## src/rtl/scpad_head_arb.sv

```systemverilog
// scpad_head_arb
// Per-scratchpad request head. Buffers one request per source (FE, BE),
// arbitrates BE-over-FE with a starvation guard that forces an FE grant
// after STARVE_MAX consecutive BE grants while FE was waiting, and drives
// a registered request toward the body write crossbar.
//
// Ports
//   clk, n_rst                 clock, asynchronous active-low reset
//   fe_valid/write/addr/wdata/mask   FE request in
//   fe_stall                   FE must hold its request
//   be_valid/write/addr/wdata/mask   BE request in
//   be_stall                   BE must hold its request
//   w_stall, r_stall           downstream cannot take a write / read
//   out_valid, out_src         request toward body (src 0=FE, 1=BE)
//   out_write/addr/wdata/mask  request payload
module scpad_head_arb #(
    parameter int ADDR_W     = 20,
    parameter int NUM_COLS   = 32,
    parameter int ELEM_W     = 16,
    parameter int STARVE_MAX = 8
) (
    input  logic                       clk,
    input  logic                       n_rst,
    input  logic                       fe_valid,
    input  logic                       fe_write,
    input  logic [ADDR_W-1:0]          fe_addr,
    input  logic [NUM_COLS*ELEM_W-1:0] fe_wdata,
    input  logic [NUM_COLS-1:0]        fe_mask,
    output logic                       fe_stall,
    input  logic                       be_valid,
    input  logic                       be_write,
    input  logic [ADDR_W-1:0]          be_addr,
    input  logic [NUM_COLS*ELEM_W-1:0] be_wdata,
    input  logic [NUM_COLS-1:0]        be_mask,
    output logic                       be_stall,
    input  logic                       w_stall,
    input  logic                       r_stall,
    output logic                       out_valid,
    output logic                       out_src,
    output logic                       out_write,
    output logic [ADDR_W-1:0]          out_addr,
    output logic [NUM_COLS*ELEM_W-1:0] out_wdata,
    output logic [NUM_COLS-1:0]        out_mask
);

    localparam int DW = NUM_COLS * ELEM_W;
    localparam int CW = $clog2(STARVE_MAX + 1);
    localparam logic [CW-1:0] SMAX = CW'(STARVE_MAX);

    // Hold registers
    logic              fe_full_q, be_full_q;
    logic              fe_write_q, be_write_q;
    logic [ADDR_W-1:0] fe_addr_q, be_addr_q;
    logic [DW-1:0]     fe_wdata_q, be_wdata_q;
    logic [NUM_COLS-1:0] fe_mask_q, be_mask_q;

    // Output stage
    logic              out_valid_q, out_src_q, out_write_q;
    logic [ADDR_W-1:0] out_addr_q;
    logic [DW-1:0]     out_wdata_q;
    logic [NUM_COLS-1:0] out_mask_q;

    logic [CW-1:0]     starve_q, starve_d;

    logic blocked, can_load, grant_fe, grant_be, acc_fe, acc_be;

    // Stall type follows the entry sitting in the output register, so a
    // blocked read also blocks any write queued behind it.
    assign blocked  = out_valid_q & (out_write_q ? w_stall : r_stall);
    assign can_load = ~blocked;

    assign grant_be = can_load & be_full_q & ~((starve_q == SMAX) & fe_full_q);
    assign grant_fe = can_load & fe_full_q & ~grant_be;

    assign fe_stall = fe_full_q & ~grant_fe;
    assign be_stall = be_full_q & ~grant_be;
    assign acc_fe   = fe_valid & ~fe_stall;
    assign acc_be   = be_valid & ~be_stall;

    always_comb begin
        starve_d = starve_q;
        if (grant_fe || !fe_full_q)
            starve_d = '0;
        else if (grant_be && starve_q != SMAX)
            starve_d = starve_q + CW'(1);
    end

    always_ff @(posedge clk or negedge n_rst) begin
        if (!n_rst) begin
            fe_full_q  <= 1'b0;
            fe_write_q <= 1'b0;
            fe_addr_q  <= '0;
            fe_wdata_q <= '0;
            fe_mask_q  <= '0;
        end else begin
            if (acc_fe) begin
                fe_full_q  <= 1'b1;
                fe_write_q <= fe_write;
                fe_addr_q  <= fe_addr;
                fe_wdata_q <= fe_wdata;
                fe_mask_q  <= fe_mask;
            end else if (grant_fe) begin
                fe_full_q  <= 1'b0;
            end
        end
    end

    always_ff @(posedge clk or negedge n_rst) begin
        if (!n_rst) begin
            be_full_q  <= 1'b0;
            be_write_q <= 1'b0;
            be_addr_q  <= '0;
            be_wdata_q <= '0;
            be_mask_q  <= '0;
        end else begin
            if (acc_be) begin
                be_full_q  <= 1'b1;
                be_write_q <= be_write;
                be_addr_q  <= be_addr;
                be_wdata_q <= be_wdata;
                be_mask_q  <= be_mask;
            end else if (grant_be) begin
                be_full_q  <= 1'b0;
            end
        end
    end

    always_ff @(posedge clk or negedge n_rst) begin
        if (!n_rst) begin
            out_valid_q <= 1'b0;
            out_src_q   <= 1'b0;
            out_write_q <= 1'b0;
            out_addr_q  <= '0;
            out_wdata_q <= '0;
            out_mask_q  <= '0;
            starve_q    <= '0;
        end else begin
            starve_q <= starve_d;
            if (can_load) begin
                out_valid_q <= grant_fe | grant_be;
                if (grant_be) begin
                    out_src_q   <= 1'b1;
                    out_write_q <= be_write_q;
                    out_addr_q  <= be_addr_q;
                    out_wdata_q <= be_wdata_q;
                    out_mask_q  <= be_mask_q;
                end else if (grant_fe) begin
                    out_src_q   <= 1'b0;
                    out_write_q <= fe_write_q;
                    out_addr_q  <= fe_addr_q;
                    out_wdata_q <= fe_wdata_q;
                    out_mask_q  <= fe_mask_q;
                end
            end
        end
    end

    assign out_valid = out_valid_q;
    assign out_src   = out_src_q;
    assign out_write = out_write_q;
    assign out_addr  = out_addr_q;
    assign out_wdata = out_wdata_q;
    assign out_mask  = out_mask_q;

endmodule

```

## config.mk

```make
export PLATFORM = sky130hd
export DESIGN_NAME = scpad_head_arb
export DESIGN_NICKNAME = d
export VERILOG_FILES = /design/src/rtl/scpad_head_arb.sv
export SDC_FILE = /design/constraint.sdc
export NUM_CORES = 2
export LEC_CHECK = 0
export ABC_AREA = 1
export CAP_MARGIN = 10
export CORE_AREA = 2 2 665 667
export CTS_BUF_LIST = sky130_fd_sc_hd__clkbuf_8 sky130_fd_sc_hd__clkbuf_16
export DETAILED_ROUTE_END_ITERATION = 6
export DIE_AREA = 0 0 667 669
export GPL_ROUTABILITY_DRIVEN = 0
export PLACE_DENSITY = 0.35
export SLEW_MARGIN = 0
export SYNTH_ARGS = -nofsm -noshare
export SYNTH_HDL_FRONTEND = slang
export SYNTH_SLANG_ARGS = --single-unit
```

## constraint.sdc

```tcl
create_clock -name clk -period 2.6 [get_ports clk]
set_input_delay 0.39 -clock clk [delete_from_list [all_inputs] [get_ports clk]]
set_output_delay 0.39 -clock clk [all_outputs]
set_load 0.01 [all_outputs]
```

==> out/qor.log <==
INFO  run_status     status=complete, but fails checks
INFO  run_status     violations_in_the_final_reports=negative setup slack
INFO  placement      pre_cts_ws=-0.157ns
INFO  logic_synthesis synthCells=9855
INFO  hold_path      worstHoldPathType=input port to flip-flop
INFO  logic_synthesis dominantRegCellSynth=sky130_fd_sc_hd__dfrtp_1
INFO  setup_path     reg2regPathDepth=12
INFO  clock_tree     cts.root.buffer_cell=sky130_fd_sc_hd__clkbuf_16
INFO  logic_synthesis postSynthNetCount=11000
INFO  die            die-area=446000squm
INFO  drt            drc=0
INFO  power          power_leakage=59.6nW
INFO  drt            initialDrtViolationCount=4826
INFO  clock_tree     cts-htree-levels=4
INFO  sta            timing.clock.skew=0.0623ns
INFO  power          cellPowerDensity=1330nW/um^2
INFO  logic_synthesis synth_area_leader_cell=sky130_fd_sc_hd__dfrtp_1
INFO  global_routing antenna_violations_before_repair=161
INFO  job            timing.max_cap.violations=0
INFO  logic_synthesis netlist-cell-type-count=20
INFO  die            core_area=440000squm
INFO  global_routing grt_overflow_total=0
INFO  setup_path     cp.required=2.21ns
INFO  sta            worst_slew_margin_rel=34.4%
INFO  layout         syn_to_final_growth=57.4%
INFO  sta            final-hold-violation-count=0
INFO  placement      dpl-instance-area=106000squm
INFO  drt            viasPerCell=4.13
INFO  logic_synthesis asyncSetResetFlopFracSynth=100%
INFO  sta            final-max-slew-violation-count=0
INFO  setup_path     rr_startpoint=out_write
INFO  logic_synthesis yosys.cell_count.top_type=sky130_fd_sc_hd__nand2_1
INFO  global_routing grt_start_max_net_pins=117
INFO  setup_path     critPathCapture=be_stall
INFO  layout         drive_gt1_share=8.43%
INFO  logic_synthesis synth_edf_count=0
INFO  logic_synthesis yosysWarnings=0
INFO  sta            layout_setup_ws=-0.0819ns
INFO  clock_tree     numClockSinks=1703
INFO  setup_path     arrival=2.29ns
INFO  clock_tree     tritoncts=built
INFO  sta            setup_viol_count_final=2
INFO  die            rows=244
INFO  die            floorplan.io_pins=1705
INFO  clock_tree     worst_setup_hold_path_clk_slew=0.06ns
INFO  sta            setup-tns-final=-0.117ns
INFO  power          vdd_ir_drop_max=0.585mV
INFO  setup_path     reg2reg_to=fe_wdata_q[481]
INFO  logic_synthesis synth_area_per_cell=7.83squm
INFO  die            initial_utilization=17.5%
INFO  drt            antenna_violating_nets_post_route=0
INFO  logic_synthesis synth.top_cells.by_count=sky130_fd_sc_hd__nand2_1 (3977), sky130_fd_sc_hd__dfrtp_1 (1703), sky130_fd_sc_hd__inv_1 (1142)
INFO  setup_path     largest_fanout_on_the_critical_path=4
INFO  logic_synthesis ys_top_cells_by_area=sky130_fd_sc_hd__dfrtp_1 (55%), sky130_fd_sc_hd__nand2_1 (19%), sky130_fd_sc_hd__nand3_1 (7.3%)
INFO  logic_synthesis synthesized_flop_and_latch_total=1703
INFO  global_routing global_route_wire_length_before_repair=618000um
INFO  drt            drtPass1Iterations=6
INFO  layout         finalNetCount=13600
INFO  clock_tree     clock_tree.buffer_depth=4
INFO  drt            wl_per_instance=23.9um
INFO  die            die_x=667um
INFO  layout         postLayoutCellArea=121000squm
INFO  setup_path     endpoint_kind=primary output
INFO  die            vertical_die_dimension=669um
INFO  logic_synthesis synth_top_cell_area_share=55.3%
INFO  setup_path     start_kind=flip-flop
INFO  setup_path     critPathLaunch=out_write
INFO  drt            detailed_route_wl=441000um
INFO  sta            final.period_utilization=103%
INFO  setup_path     ff2ff_setup_slack=0.20ns
INFO  logic_synthesis synth.yosys.seq_area_share=55.3%
INFO  placement      place_hpwl=334000um
INFO  clock_tree     tritoncts.num_buffers=225
INFO  sta            clock.fmax=0.373GHz
INFO  sta            tightestPinTransition=0.981ns
INFO  sta            final.min_clock_period=2.68ns
INFO  drt            num_vias=76300
INFO  sta            grt_setup_unrepaired=true
INFO  setup_path     worst_setup_path_class=flip-flop to primary output
INFO  logic_synthesis synthesis.area=77100squm
INFO  clock_tree     worstSkewPairLatency=0.93ns
INFO  placement      place.port_buffers=1704
INFO  global_routing via_count_of_the_first_global_routing_pass=79300
INFO  sta            worst_case_hold_slack=0.103ns
INFO  global_routing track_usage=19.2%
## registers in the layout (all words and copies together), names as in the netlist
name        cells
be_addr_q      20
out_mask       32
be_mask_q      32
be_write_q      1
starve_q        4
out_src         1
fe_mask_q      32
out_addr       20
be_full_q       1
fe_full_q       1
out_valid       1
fe_wdata_q    512
fe_write_q      1
out_write       1
out_wdata     512
be_wdata_q    512
fe_addr_q      20
## critical path: stages (launching register included)
cell                         delay, ns
sky130_fd_sc_hd__dfrtp_1          0.39
sky130_fd_sc_hd__buf_12           0.15
sky130_fd_sc_hd__clkinv_4         0.05
sky130_fd_sc_hd__nand2_4          0.04
sky130_fd_sc_hd__nand3_4          0.08
sky130_fd_sc_hd__buf_12           0.15
sky130_fd_sc_hd__nand3_4          0.11
sky130_fd_sc_hd__nand2_8          0.09
sky130_fd_sc_hd__clkinvlp_4       0.16
sky130_fd_sc_hd__buf_6            0.16
## kinds of logic after synthesis
| group | synth area share (%) |
|---|---|
| adder cells (fa/ha/maj) | 0.0324 |
| flip-flops | 55.3 |
| AND/OR/NAND/NOR | 31.4 |
| buffers and inverters | 9.59 |
| AO/OA/AOI/OAI | 3.70 |
## report_power, final
group / internal [mW] / leakage [nW] / switching [mW]
logic: 31.6 / 35.1 / 48.0
registers: 40.2 / 20.6 / 9.21
clock network: 18.5 / 3.90 / 13.5
total: 90.3 / 59.6 / 70.7
## metal layers
metal  track usage (%)  share of wire [%]  up-vias
li1                  -                  -    36400
met2              32.8                 48     1898
met5                 0              0.022        -
met1              24.4                 43    37400
met3              3.64                5.1      640
met4              5.66                3.1       14
## worst min-delay path by stage
stage,cells after the start,slack (ns),to,startpoint
3_5_place_dp,1,0.29,out_wdata[258],n_rst
5_1_grt,3,0.02,be_wdata_q[280],be_wdata[280]
4_1_cts,3,0.00004,be_wdata_q[272],be_wdata[272]
2_1_floorplan,0,0.09,be_addr_q[0],n_rst
6_report,3,0.10,be_wdata_q[280],be_wdata[280]
3_3_place_gp,1,0.28,out_wdata[257],n_rst
## layout make-up
cell class / count / area [sq um]
Fill cell: 48100 / 318000
Sequential cell: 1703 / 42700
Timing Repair Buffer: 3121 / 32400
Multi-Input combinational cell: 6258 / 27200
Tap cell: 5781 / 7230
Clock buffer: 282 / 6430
Inverter: 1143 / 4300
Clock inverter: 124 / 997
Antenna cell: 71 / 178
## placed cells by master, fill, tap and decap left out, drive strengths merged, types with 2 or more instances in the layout
cell type / n
diode: 71
dlygate4sd2: 28
clkinvlp: 5
dlygate4sd3: 760
dlymetal6s2s: 4
nand4: 571
nand3: 1134
clkdlybuf4s50: 1667
bufinv: 11
o21ai: 567
nor2: 4
dfrtp: 1703
clkbuf: 282
inv: 1209
nand2: 3979
ha: 2
clkinv: 42
buf: 662
## per-stage QoR
step                      cells  utilization, %  power, mW
after floorplan            9855               -       83.3
after global placement    17200            24.1        130
after detailed placement  17200            24.1        130
after CTS                 18400            27.6        164
after global routing      18500            27.6        174
final                     18500            27.6        161
## timing repair
action | in CTS | in global routing
hold buffers | 760 | 0
setup endpoints to repair | 59 | 7
setup buffers | 9 | 5
endpoints found under the hold margin | 2000 | 0
pin swaps | 6 | 2
gates resized for setup | 83 | 7
(Power assumes the default switching activity.)
